$ cat src/rtl/arcade_input_pkg.sv
// Shared keycodes, joystick bit layout, rotation/coin enums and direction helpers
// for the arcade input mapper.
package arcade_input_pkg;

   // 9-bit keycodes: {extended, scancode}
   localparam logic [8:0] KEY_P0_U     = 9'h175;
   localparam logic [8:0] KEY_P0_D     = 9'h172;
   localparam logic [8:0] KEY_P0_L     = 9'h16B;
   localparam logic [8:0] KEY_P0_R     = 9'h174;
   localparam logic [8:0] KEY_P0_B0    = 9'h014;
   localparam logic [8:0] KEY_P0_B1    = 9'h011;
   localparam logic [8:0] KEY_P0_B2    = 9'h029;
   localparam logic [8:0] KEY_P0_B3    = 9'h012;
   localparam logic [8:0] KEY_P0_START = 9'h016;
   localparam logic [8:0] KEY_P0_COIN  = 9'h02E;

   localparam logic [8:0] KEY_P1_U     = 9'h02D;
   localparam logic [8:0] KEY_P1_D     = 9'h02B;
   localparam logic [8:0] KEY_P1_L     = 9'h023;
   localparam logic [8:0] KEY_P1_R     = 9'h034;
   localparam logic [8:0] KEY_P1_B0    = 9'h01C;
   localparam logic [8:0] KEY_P1_B1    = 9'h01B;
   localparam logic [8:0] KEY_P1_B2    = 9'h015;
   localparam logic [8:0] KEY_P1_B3    = 9'h01D;
   localparam logic [8:0] KEY_P1_START = 9'h01E;
   localparam logic [8:0] KEY_P1_COIN  = 9'h036;

   // Key-state slots: 0 R, 1 L, 2 D, 3 U, 4..7 b0..b3, 8 start, 9 coin
   localparam logic [3:0] KS_NONE = 4'hF;

   typedef enum logic [1:0] {ROT_0, ROT_90, ROT_180, ROT_270} rot_e;
   typedef enum logic [1:0] {IDLE, PULSE, GAP} coin_state_e;

   function automatic int unsigned joy_btn_bit(input int unsigned idx);
      return 4 + idx;
   endfunction

   function automatic int unsigned joy_start_bit(input int unsigned nbtn);
      return 4 + nbtn;
   endfunction

   function automatic int unsigned joy_coin_bit(input int unsigned nbtn);
      return 5 + nbtn;
   endfunction

   function automatic logic [3:0] key_slot(input logic player, input logic [8:0] code);
      logic [3:0] slot;
      slot = KS_NONE;
      if (!player) begin
         case (code)
            KEY_P0_R:     slot = 4'd0;
            KEY_P0_L:     slot = 4'd1;
            KEY_P0_D:     slot = 4'd2;
            KEY_P0_U:     slot = 4'd3;
            KEY_P0_B0:    slot = 4'd4;
            KEY_P0_B1:    slot = 4'd5;
            KEY_P0_B2:    slot = 4'd6;
            KEY_P0_B3:    slot = 4'd7;
            KEY_P0_START: slot = 4'd8;
            KEY_P0_COIN:  slot = 4'd9;
            default:      slot = KS_NONE;
         endcase
      end else begin
         case (code)
            KEY_P1_R:     slot = 4'd0;
            KEY_P1_L:     slot = 4'd1;
            KEY_P1_D:     slot = 4'd2;
            KEY_P1_U:     slot = 4'd3;
            KEY_P1_B0:    slot = 4'd4;
            KEY_P1_B1:    slot = 4'd5;
            KEY_P1_B2:    slot = 4'd6;
            KEY_P1_B3:    slot = 4'd7;
            KEY_P1_START: slot = 4'd8;
            KEY_P1_COIN:  slot = 4'd9;
            default:      slot = KS_NONE;
         endcase
      end
      return slot;
   endfunction

   // d and result are {U,D,L,R}
   function automatic logic [3:0] rotate_dir(input rot_e r, input logic [3:0] d);
      logic [3:0] o;
      case (r)
         ROT_90:  o = {d[1], d[0], d[2], d[3]};
         ROT_180: o = {d[2], d[3], d[0], d[1]};
         ROT_270: o = {d[0], d[1], d[3], d[2]};
         default: o = d;
      endcase
      return o;
   endfunction

   function automatic logic [3:0] socd_clean(input logic [3:0] d);
      logic [3:0] o;
      o = d;
      if (d[3] && d[2]) o[3:2] = 2'b00;
      if (d[1] && d[0]) o[1:0] = 2'b00;
      return o;
   endfunction

endpackage

$ cat src/rtl/arcade_coin_pulse.sv
// Coin pulse shaper: a fresh rising edge of req gives COIN_PULSE cycles high followed
// by a COIN_PULSE-cycle dead gap; edges during pulse or gap are dropped.
module arcade_coin_pulse
   import arcade_input_pkg::*;
#(
   parameter int unsigned COIN_PULSE = 16
) (
   input  logic clk_sys,
   input  logic RESET_N,
   input  logic req,
   output logic pulse
);

   localparam int unsigned CW = $clog2(COIN_PULSE + 1);
   localparam logic [CW-1:0] CNT_LOAD = CW'(COIN_PULSE - 1);

   coin_state_e   state_q, state_d;
   logic [CW-1:0] cnt_q, cnt_d;
   logic          req_q;
   logic          pulse_q, pulse_d;

   always_comb begin
      state_d = state_q;
      cnt_d   = cnt_q;
      pulse_d = pulse_q;
      unique case (state_q)
         IDLE: begin
            if (req && !req_q) begin
               state_d = PULSE;
               cnt_d   = CNT_LOAD;
               pulse_d = 1'b1;
            end
         end
         PULSE: begin
            if (cnt_q == '0) begin
               state_d = GAP;
               cnt_d   = CNT_LOAD;
               pulse_d = 1'b0;
            end else begin
               cnt_d = cnt_q - CW'(1);
            end
         end
         GAP: begin
            if (cnt_q == '0) state_d = IDLE;
            else             cnt_d   = cnt_q - CW'(1);
         end
         default: begin
            state_d = IDLE;
            pulse_d = 1'b0;
         end
      endcase
   end

   // req_q tracks the request in every state so a held request never retriggers
   always_ff @(posedge clk_sys or negedge RESET_N) begin
      if (!RESET_N) begin
         state_q <= IDLE;
         cnt_q   <= '0;
         req_q   <= 1'b0;
         pulse_q <= 1'b0;
      end else begin
         state_q <= state_d;
         cnt_q   <= cnt_d;
         req_q   <= req;
         pulse_q <= pulse_d;
      end
   end

   assign pulse = pulse_q;

endmodule

$ cat src/rtl/arcade_input_mapper.sv
// Player input front end: PS/2 key state + joystick merge, rotation, SOCD and coin pulses.
// Optional autofire gating when ARCADE_INPUT_AUTOFIRE_EN is defined.
module arcade_input_mapper
   import arcade_input_pkg::*;
#(
   parameter int unsigned PLAYERS    = 2,
   parameter int unsigned NBTN       = 4,
   parameter int unsigned COIN_PULSE = 16
`ifdef ARCADE_INPUT_AUTOFIRE_EN
   ,
   parameter int unsigned AF_PERIOD  = 65536
`endif
) (
   input  logic                    clk_sys,
   input  logic                    RESET_N,
   input  logic [10:0]             ps2_key,
   input  logic [PLAYERS*16-1:0]   joystick,
   input  logic                    joy_merge,
   input  logic [1:0]              rot,
`ifdef ARCADE_INPUT_AUTOFIRE_EN
   input  logic [NBTN-1:0]         autofire_mask,
`endif
   output logic [PLAYERS*4-1:0]    dir_out,
   output logic [PLAYERS*NBTN-1:0] btn_out,
   output logic [PLAYERS-1:0]      start_out,
   output logic [PLAYERS-1:0]      coin_out
);

   localparam int unsigned KEY_PLAYERS = (PLAYERS < 2) ? PLAYERS : 2;
   localparam int unsigned NKEYS       = 10;
   localparam int unsigned START_BIT   = joy_start_bit(NBTN);
   localparam int unsigned COIN_BIT    = joy_coin_bit(NBTN);

   logic                    toggle_q;
   logic                    key_evt;
   logic [NKEYS-1:0]        key_q [KEY_PLAYERS];
   logic [NKEYS-1:0]        key_d [KEY_PLAYERS];
   logic [15:0]             joy_or;
   logic [PLAYERS*4-1:0]    dir_d, dir_q;
   logic [PLAYERS*NBTN-1:0] btn_d, btn_q;
   logic [PLAYERS-1:0]      start_d, start_q;
   logic [NBTN-1:0]         af_gate;

   assign key_evt = ps2_key[10] ^ toggle_q;

   always_comb begin
      for (int unsigned kp = 0; kp < KEY_PLAYERS; kp++) begin
         key_d[kp] = key_q[kp];
         if (key_evt) begin
            for (int unsigned b = 0; b < NKEYS; b++) begin
               if (key_slot(kp != 0, ps2_key[8:0]) == 4'(b)) key_d[kp][b] = ps2_key[9];
            end
         end
      end
   end

   always_comb begin
      joy_or = '0;
      for (int unsigned p = 0; p < PLAYERS; p++) joy_or = joy_or | joystick[16*p +: 16];
   end

`ifdef ARCADE_INPUT_AUTOFIRE_EN
   localparam int unsigned AFW = (AF_PERIOD > 1) ? $clog2(AF_PERIOD) : 1;

   logic [AFW-1:0] af_cnt_q, af_cnt_d;
   logic           phase_q, phase_d;

   always_comb begin
      af_cnt_d = af_cnt_q + AFW'(1);
      phase_d  = phase_q;
      if (af_cnt_q == AFW'(AF_PERIOD - 1)) begin
         af_cnt_d = '0;
         phase_d  = ~phase_q;
      end
   end

   // Phase comes out of reset high so held autofire buttons fire immediately
   always_ff @(posedge clk_sys or negedge RESET_N) begin
      if (!RESET_N) begin
         af_cnt_q <= '0;
         phase_q  <= 1'b1;
      end else begin
         af_cnt_q <= af_cnt_d;
         phase_q  <= phase_d;
      end
   end

   assign af_gate = ~autofire_mask | {NBTN{phase_q}};
`else
   assign af_gate = '1;
`endif

   for (genvar g = 0; g < PLAYERS; g++) begin : g_player
      logic [15:0] key_word;
      logic [15:0] raw;
      logic [15:0] unused_raw;

      if (g < KEY_PLAYERS) begin : g_key
         // Re-pack key state into the joystick word layout for this NBTN
         always_comb begin
            key_word      = '0;
            key_word[3:0] = key_q[g][3:0];
            for (int unsigned i = 0; i < 4; i++) begin
               if (i < NBTN) key_word[joy_btn_bit(i)] = key_q[g][4+i];
            end
            key_word[START_BIT] = key_q[g][8];
            key_word[COIN_BIT]  = key_q[g][9];
         end
      end else begin : g_nokey
         assign key_word = '0;
      end

      assign raw        = key_word | (joy_merge ? joy_or : joystick[16*g +: 16]);
      assign unused_raw = raw;

      assign dir_d[4*g +: 4]       = socd_clean(rotate_dir(rot_e'(rot), raw[3:0]));
      assign btn_d[NBTN*g +: NBTN] = raw[4 +: NBTN] & af_gate;
      assign start_d[g]            = raw[START_BIT];

      arcade_coin_pulse #(
         .COIN_PULSE(COIN_PULSE)
      ) u_coin (
         .clk_sys (clk_sys),
         .RESET_N (RESET_N),
         .req     (raw[COIN_BIT]),
         .pulse   (coin_out[g])
      );
   end

   always_ff @(posedge clk_sys or negedge RESET_N) begin
      if (!RESET_N) begin
         toggle_q <= 1'b0;
         for (int unsigned kp = 0; kp < KEY_PLAYERS; kp++) key_q[kp] <= '0;
         dir_q   <= '0;
         btn_q   <= '0;
         start_q <= '0;
      end else begin
         toggle_q <= ps2_key[10];
         for (int unsigned kp = 0; kp < KEY_PLAYERS; kp++) key_q[kp] <= key_d[kp];
         dir_q   <= dir_d;
         btn_q   <= btn_d;
         start_q <= start_d;
      end
   end

   assign dir_out   = dir_q;
   assign btn_out   = btn_q;
   assign start_out = start_q;

endmodule

$ cat config.mk
export PLATFORM = sky130hd
export DESIGN_NAME = arcade_input_mapper
export DESIGN_NICKNAME = d
export VERILOG_FILES = /design/src/rtl/arcade_input_pkg.sv /design/src/rtl/arcade_coin_pulse.sv /design/src/rtl/arcade_input_mapper.sv
export SDC_FILE = /design/constraint.sdc
export NUM_CORES = 1
export LEC_CHECK = 0
export BUFFER_PORTS_ARGS = -buffer_cell sky130_fd_sc_hd__buf_2
export CELL_PAD_IN_SITES_DETAIL_PLACEMENT = 2
export CELL_PAD_IN_SITES_GLOBAL_PLACEMENT = 2
export CORE_ASPECT_RATIO = 1.1
export CORE_UTILIZATION = 38
export DETAILED_ROUTE_END_ITERATION = 8
export PLACE_DENSITY_LB_ADDON = 0.1
export SETUP_SLACK_MARGIN = 0.3
export SYNTH_ARGS = -nofsm -noshare
export SYNTH_HDL_FRONTEND = slang
export SYNTH_HIERARCHICAL = 1
export SYNTH_SLANG_ARGS = --single-unit
export TNS_END_PERCENT = 10
$ cat constraint.sdc
create_clock -name clk_sys -period 5.7 [get_ports clk_sys]
set_input_delay 0.57 -clock clk_sys [delete_from_list [all_inputs] [get_ports clk_sys]]
set_output_delay 0.57 -clock clk_sys [all_outputs]
set_load 0.02 [all_outputs]
Word-level counts from Yosys, hierarchy flattened
Cells that the tools add are included.
{"block": "word_totals", "output_inout_bits": 20, "inputBits": 48, "register_bits": 57}
{"block": "op_classes", "n_mux": 34, "eq_ne": 53, "n_reduce_logical": 42, "n_addsub": 2, "n_bitwise": 6}
{"operator": "$eq 9x5->1 const B", "n": 9}
{"operator": "$pmux 4 s10", "n": 2}
{"operator": "$eq 9x6->1 const B", "n": 7}
{"operator": "$reduce_and 2->1", "n": 20}
{"operator": "$eq 9x9->1 const B", "n": 4}
{"operator": "$eq 4x3->1 const B", "n": 8}
{"operator": "$mux 5", "n": 6}
{"operator": "$or 10x10->10", "n": 3}
{"operator": "$pmux 5 s3", "n": 2}
{"operator": "$pmux 4 s3", "n": 2}
{"operator": "$mux 10", "n": 2}
{"operator": "$mux 2", "n": 10}
{"operator": "$reduce_and 3->1", "n": 6}
{"operator": "$eq 4x2->1 const B", "n": 4}
{"operator": "$eq 4x4->1 const B", "n": 4}
{"operator": "$ne 2x1->1 const B", "n": 6}
{"operator": "$pmux 2 s3", "n": 2}
{"operator": "$logic_not 5->1", "n": 2}
{"operator": "$sub 5x1->5 const B", "n": 2}
{"operator": "$eq 2x2->1 const B", "n": 4}
{"operator": "$eq 4x1->1 const B", "n": 2}
{"operator": "$logic_not 4->1", "n": 2}
{"operator": "$mux 4", "n": 2}
{"operator": "$eq 2x1->1 const B", "n": 3}
{"operator": "9 further kinds", "n": 23}

Logic depth before layout (Yosys ltp)
Gate-level depths: netlist of run 1.
{"block": "depth", "depth_word": 6, "ltp_mapped": 7}

Cells and area by module
Netlist of run 1, hierarchy kept.
{"mod": "arcade_input_mapper", "area_per_inst_um2": 2459.9, "cells_per_inst": 226, "seq_area_each_um2": 975.9, "n_inst": 1}
{"mod": "arcade_coin_pulse (g_player[1].u_coin)", "area_per_inst_um2": 565.5, "cells_per_inst": 53, "seq_area_each_um2": 225.2, "n_inst": 1}
{"mod": "arcade_coin_pulse (g_player[0].u_coin)", "area_per_inst_um2": 559.3, "cells_per_inst": 54, "seq_area_each_um2": 225.2, "n_inst": 1}

Least setup slack after synthesis of run 1
Ideal clock, no wire load.
{"block": "synth_timing", "path_type": "input to register", "startpoint": "input port ps2_key[0]", "endpoint": "register key_q, in the netlist g_player[0].key_word[5]", "arrival_time_ps": 2335, "path_slack_ps": 3238, "path_stages": 6, "path_buffers": 1, "path_cell_list": "buf_2 > or4b_4 > a2111oi_4 > a211oi_2 > nor4b_2 > mux2_1"}
{"block": "synth_via", "elab_chain_cells": 5, "word_cells_on_any_way": 14, "cone_classes": "eq/ne: 11; mux: 2; reduce/logical: 1"}
{"element": "start, declared", "line": "arcade_input_mapper.sv:16", "text": "input logic [10:0] ps2_key,"}
{"element": "$eq 9x6->1 (tied with other cells)", "line": "arcade_input_pkg.sv:50", "text": "case (code)"}
{"element": "$pmux 4 s10 *", "line": "arcade_input_pkg.sv:50"}
{"element": "$mux 4 *", "line": "arcade_input_mapper.sv:49", "text": "if (key_evt) begin"}
{"element": "$eq 4x3->1 *", "line": "arcade_input_mapper.sv:51", "text": "if (key_slot(kp != 0, ps2_key[8:0]) == 4'(b)) key_d[kp][b] = ps2_key[9];"}
{"element": "$reduce_and 2->1 (no line) *"}
{"element": "end, declared", "line": "arcade_input_mapper.sv:36", "text": "logic [NKEYS-1:0] key_q [KEY_PLAYERS];"}
Every way passes the cells marked *; elsewhere a longest branch is shown, timed or not. The select of a mux whose other input is x is not followed.
A chain may end at the register's enable or synchronous reset.

Final worst setup path of run 1
{"block": "layout_timing", "startpoint": "input port ps2_key[2]", "endpoint": "register key_q, in the netlist g_player[0].key_word[2]"}
{"block": "layout_via", "elab_chain_cells": 5, "word_cells_on_any_way": 14, "cone_classes": "eq/ne: 11; mux: 2; reduce/logical: 1"}
{"element": "$eq 9x6->1 (tied with other cells)", "line": "arcade_input_pkg.sv:50"}
{"element": "$pmux 4 s10 *", "line": "arcade_input_pkg.sv:50"}
{"element": "$mux 4 *", "line": "arcade_input_mapper.sv:49"}
{"element": "$eq 4x2->1 *", "line": "arcade_input_mapper.sv:51"}
{"element": "$reduce_and 2->1 (no line) *"}
Marks and branches as above.

==> flow_metrics.py, run 1 <==
metrics = {
    "synthesis": {
        "yosys_warnings": 6,
        "yosys_most_used_dff": "dfrtp_1",
        "netlist_area_um2": 3580,
        "async_flop_share_pct": 100,
        "postSynthCellCount": 333,
        "synth.distinct_cells": 75,
        "synth_nets": 391,
        "syn_area_per_cell_um2": 10.8,
        "ys_ff_latch": 57,
        "ys_seq_area_share_pct": 39.8,
        "synth-edff-count": 0,
    },
    "pwr": {
        "ir_worst_vdd_v": 0.000153,
        "cellPowerDensity_nw_per_um2": 349,
        "leakage_uw": 0.00187,
        "finalPower_uw": 1460,
    },
    "layout": {
        "filler_cell_count": 966,
        "fin_nets": 442,
        "area_delta_synth_final_pct": 16.6,
        "final_cell_mix": "57 x dfrtp_1, 55 x buf_2, 20 x nor2_1, 16 x a211o_1, 16 x mux2_2",
        "antennaDiodeCount": 0,
        "final_common_cell": "dfrtp_1",
        "drive_gt1_share_pct": 28.5,
        "finalNonFillerCells": 503,
    },
    "detailed_routing": {
        "via_count": 2913,
        "drt_wl_total_um": 9520,
        "drt_first_pass_iters": 4,
        "drcViolationCount": 0,
        "drt-met1-wl_um": 4130,
        "dr_wl_met2_um": 5160,
        "wire_per_inst_um": 18.9,
        "ant_nets": 0,
        "post_drt_via_cell_ratio": 5.79,
        "met3WireLength_um": 190,
        "routed.top_layer": "met4",
        "detail_route.iter0.violations": 108,
    },
    "grt": {
        "grt_usage_pct": 21.0,
        "overflow": 0,
        "grt_max_degree": 58,
        "grt_pass1_wl_um": 16100,
        "grt_pass1_vias": 3221,
        "antenna_found_initial": 0,
    },
    "place": {
        "dpl.hpwl_um": 7170,
        "numPortBuffers": 55,
        "routabilityCongestion": 0.824,
        "dp_cells": 487,
        "dp_worst_setup_slack_ns": 2.78,
    },
    "critical_path": {
        "crit_chain": "buf_2, nand2b_1, nor4_1, a2111oi_1, o211ai_1, mux2_2",
        "cp-start-kind": "input port",
        "cp_num_buf_inv": 1,
        "crit_family": "compound AO/OA/AOI/OAI gates",
        "slowest_stage": "a2111oi_1",
        "cp_max_fo": 15,
        "arrival_ns": 2.77,
        "crit_required_ns": 5.91,
        "criticalPathCategory": "input port to flop",
        "slowest_delay_ns": 0.97,
        "critPathCaptureType": "flop",
    },
    "clocking": {
        "clk_pin_slew_ns": 0.08,
        "clk_latency_ns": 0.33,
        "cts-root-buf": "clkbuf_8",
        "cts_setup_buffers": 0,
        "cts_buffers": 9,
        "cts.path.max_buffers": 2,
        "cts_tree": "yes",
        "clock-sinks": 57,
        "cts_hold_buf": 0,
        "cts_resized": 0,
        "cts.htree.levels": 3,
    },
    "timing": {
        "fin_hold_ws_ns": 0.371,
        "report.final.setup_viol": 0,
        "hold_violations": 0,
        "slew_headroom_pct": 30.9,
        "max_slew.worst_pin.slew_ns": 1.03,
        "fin_ws_ns": 3.14,
        "rsz0062_at_grt": "no",
        "skew_ns": 0.00748,
        "fmax_mhz": 391,
        "fin_setup_tns_ns": 0,
        "fin_crit_ns": 2.56,
        "finalMaxSlewViolations": 0,
        "post-route-period-util_pct": 44.9,
    },
    "run_status": {
        "status": "finished, final reports clean",
    },
    "flow_run": {
        "drv_cap": 0,
    },
    "floorplan": {
        "num_io_pins": 68,
        "design.die.area_um2": 9830,
        "start_util_pct": 39.8,
        "die_h_um": 104,
        "die_w_um": 94.6,
        "row_count": 36,
        "coreArea_um2": 9010,
    },
    "min_path": {
        "hold_path.class": "input port to asynchronous set/reset pin",
    },
}
synth_stat cells, types with 6 or more instances:
cell type	n	area [um2]
o211ai_1	6	45.0
nand3_1	6	30.0
a211oi_1	11	82.6
inv_1	13	48.8
a211o_1	16	140
a21oi_1	12	60.1
nor2b_1	7	43.8
o21ai_0	8	40.0
nor2_1	20	75.1
buf_2	6	30.0
ha_1	10	125
nand2b_1	9	56.3
nor3_1	8	40.0
mux2_2	16	180
nand2_1	9	33.8
dfrtp_1	57	1430
nand3b_1	7	52.6
mux2i_1	12	120
flip-flops by register name, indices dropped and copies added (netlist names):
| name | cells |
|---|---|
| start_out | 2 |
| g_player.key_word | 20 |
| g_player.u_coin/state_q | 4 |
| dir_out | 8 |
| g_player.u_coin/cnt_q | 10 |
| g_player.u_coin/pulse | 2 |
| g_player.u_coin/req_q | 2 |
| btn_out | 8 |
| toggle_q | 1 |
cells by family (layout without fill, tap and decap cells):
kind of cell / after synthesis / count (layout) / share of synthesized area [%]
adder cells (fa/ha/maj): 10 / 10 / 3.49
AO/OA/AOI/OAI: 96 / 96 / 23.4
XOR/XNOR: 3 / 3 / 0.733
flip-flops: 57 / 57 / 39.8
buffers and inverters: 30 / 86 / 3.80
multiplexers: 32 / 32 / 9.63
AND/OR/NAND/NOR: 105 / 105 / 19.2
power breakdown:
| group | switching, uW | internal (uW) | total (uW) |
|---|---|---|---|
| Sequential | 57.7 | 466 | 524 |
| Clock | 180 | 296 | 476 |
| Combinational | 261 | 196 | 457 |
worst paths after layout:
kind	cells after the start	start	end	slack, ns
min in group clk_sys	1	ps2_key[10]	toggle_q	0.39
hold / removal	2	RESET_N	dir_out[4]	0.37
setup reg to reg	5	toggle_q	g_player[0].key_word[2]	3.50
max in group asynchronous	2	RESET_N	g_player[1].key_word[4]	4.82
setup / recovery	6	ps2_key[2]	g_player[0].key_word[2]	3.14
hold reg to reg	1	g_player[0].key_word[8]	start_out[0]	0.48
area by class of cell:
| class | count | area, um2 | area share (%) |
|---|---|---|---|
| clock buffer | 9 | 124 | 2.96 |
| clock inverter | 7 | 125 | 2.99 |
| inverter | 13 | 48.8 | 1.17 |
| multi-input combinational | 246 | 2020 | 48.4 |
| sequential | 57 | 1430 | 34.1 |
| tap | 114 | 143 | 3.41 |
| timing repair buffer | 57 | 290 | 6.95 |
layer usage:
layer / GRT usage, % / vias to the layer above
li1: - / 1383
met1: 25.8 / 1497
met2: 37.5 / 29
met3: 4.24 / 4
met4: 3.90 / 0
met5: 0 / -
through the flow:
stage	utilization, %	cell area, um2
finish	46.4	4180
global placement	43.6	3930
CTS	46.4	4180
floorplan	-	3580
global route	46.4	4180
detailed placement	43.6	3930
worst register-to-register path: cells and delay by family (launching register included):
family	cells	cell delay, ns
AO/OA/AOI/OAI	2	1.05
flip-flops	1	0.40
multiplexers	1	0.33
buffers and inverters	1	0.18
XOR/XNOR	1	0.13
(Power assumes the default switching activity.)
==> run 2, diff against run 1 <==
- CORE_UTILIZATION: 38 -> 32
- clock period: 5.7 -> 2.1 ns (I/O delays scaled with it)
==> run 2 against run 1 <==
Non-clock buffer count up 42. Cell count up 15%. Sequential cell count did not move. Clock skew barely moved. Critical path depth unchanged. Sequential power increased to 2.7 times the previous value. Critical endpoint is now g_player[0].key_word[5]. Largest power group is now clock. Highest routed layer unchanged.
==> flow_metrics.py, run 2 (synthesis gave the netlist of run 1 again) <==
metrics = {
    "pwr": {
        "finalPower_uw": 4260,
        "leakage_uw": 0.00214,
        "cellPowerDensity_nw_per_um2": 909,
        "ir_worst_vdd_v": 0.000348,
    },
    "place": {
        "dpl.hpwl_um": 8330,
        "placed_area_um2": 4310,
        "routabilityCongestion": 0.795,
        "numPortBuffers": 55,
        "dp_cells": 561,
    },
    "critical_path": {
        "reg2reg_from": "toggle_q",
        "worstReg2RegEnd": "g_player[1].key_word[2]",
        "crit_required_ns": 2.30,
        "cp-startpoint": "ps2_key[3]",
        "critPathCaptureType": "flop",
        "cp-start-kind": "input port",
        "criticalPathCategory": "input port to flop",
        "regToRegSetupSlack_ns": 0.19,
        "arrival_ns": 2.12,
        "cp_max_fo": 7,
        "ff2ff_path_depth": 6,
        "cp-endpoint": "g_player[0].key_word[5]",
    },
    "layout": {
        "antennaDiodeCount": 0,
        "final_cell_mix": "57 x dfrtp_1, 55 x buf_2, 41 x buf_4, 19 x nor2_1",
        "fin_nets": 484,
        "drive_gt1_share_pct": 36.9,
        "finalNonFillerCells": 578,
        "area_delta_synth_final_pct": 30.7,
        "filler_cell_count": 1188,
        "utilization_pct": 42.9,
        "final_common_cell": "dfrtp_1",
        "largest_register_ffs": 20,
        "final_cell_area_um2": 4680,
    },
    "clocking": {
        "cts_buffers": 9,
        "cts_tree": "yes",
        "clk_latency_ns": 0.32,
        "clock-sinks": 57,
        "cts.path.max_buffers": 2,
        "cts.htree.levels": 3,
        "clk_pin_slew_ns": 0.05,
        "cts-root-buf": "clkbuf_16",
    },
    "timing": {
        "rsz0062_at_grt": "yes",
        "post-route-period-util_pct": 91.7,
        "report.final.setup_viol": 0,
        "fin_crit_ns": 1.93,
        "hold_violations": 0,
        "finalMaxSlewViolations": 0,
        "slew_headroom_pct": 60.5,
        "skew_ns": 0.00708,
        "fmax_mhz": 519,
        "max_slew.worst_pin.slew_ns": 0.592,
    },
    "floorplan": {
        "num_io_pins": 68,
        "die_w_um": 103,
        "die_h_um": 113,
        "start_util_pct": 32.9,
        "design.die.area_um2": 11600,
        "row_count": 40,
        "coreArea_um2": 10900,
    },
    "grt": {
        "grt_pass1_vias": 3362,
        "antenna_found_initial": 0,
        "grt_usage_pct": 19.9,
        "overflow": 0,
        "grt_max_degree": 35,
        "grt_pass1_wl_um": 17600,
    },
    "detailed_routing": {
        "drt_first_pass_iters": 4,
        "post_drt_via_cell_ratio": 5.33,
        "wire_per_inst_um": 18.6,
        "drcViolationCount": 0,
        "via_count": 3079,
        "detail_route.iter0.violations": 79,
        "drt_wl_total_um": 10800,
        "ant_nets": 0,
    },
    "flow_run": {
        "drv_cap": 0,
    },
    "run_status": {
        "status": "finished, final reports clean",
    },
    "min_path": {
        "hold_path.class": "input port to flop",
        "hold_depth": 1,
    },
}
run 2: cell types whose count changed in the layout (fill, tap and decap cells not counted), sizes merged:
cell         delta
bufinv          -2
buf            +41
clkbuf          +5
dlygate4sd3     +1
inv             -3
run 2: repair_timing:
action,4_1_cts,5_1_grt
resized for setup,1,8
hold buffers,1,0
endpoints found under the hold margin,23,0
pin swaps,0,2
setup endpoints to repair,18,24
buffers inserted,0,0
run 2: area by class of cell:
| type | instances | area, um2 | share of cell area [%] |
|---|---|---|---|
| Timing Repair Buffer | 99 | 633 | 13.5 |
| Clock inverter | 2 | 35.0 | 0.748 |
| Sequential cell | 57 | 1430 | 30.4 |
| Inverter | 13 | 48.8 | 1.04 |
| Tap cell | 147 | 184 | 3.93 |
| Clock buffer | 14 | 274 | 5.85 |
| Multi-Input combinational cell | 246 | 2080 | 44.5 |
run 2: worst min path at each step:
| stage | startpoint | endpoint | slack [ns] |
|---|---|---|---|
| 6_report | ps2_key[10] | toggle_q | 0.06 |
| 5_1_grt | ps2_key[10] | toggle_q | 0.06 |
| 4_1_cts | ps2_key[10] | toggle_q | 0.04 |
| 3_5_place_dp | RESET_N | g_player[0].u_coin/cnt_q[3] | 0.25 |
| 3_3_place_gp | RESET_N | g_player[0].u_coin/cnt_q[3] | 0.24 |
| 2_1_floorplan | RESET_N | btn_out[0] | -0.09 |
run 2: power by group:
part,total (uW),internal [uW],switching (uW)
Clock,1500,1010,490
Combinational,1330,592,734
Sequential,1430,1270,160
Total,4260,2870,1380
run 2: critical path, stage by stage:
cell	delay (ns)
buf_2	0.13
buf_4	0.17
or4_1	0.58
a221oi_4	0.38
nor4b_2	0.30
mux2_1	0.34
run 2: per-layer routing:
layer	vias up	track usage, %	share of wire (%)
met4	0	5.35	1.1
met5	-	0	0
li1	1460	-	-
met1	1572	23.8	42
met2	40	36.2	55
met3	7	3.40	2.4
run 2: through the flow:
| step | hold slack, ns | setup slack (ns) | setup TNS [ns] |
|---|---|---|---|
| finish | 0.0640 | 0.174 | 0 |
| global route | 0.0592 | 0.0983 | 0 |
| CTS | 0.0399 | 0.132 | 0 |
| detailed placement | 0.250 | -0.196 | -1.75 |
| global placement | 0.241 | -0.173 | -1.22 |
| floorplan | -0.0856 | 0.0517 | 0 |
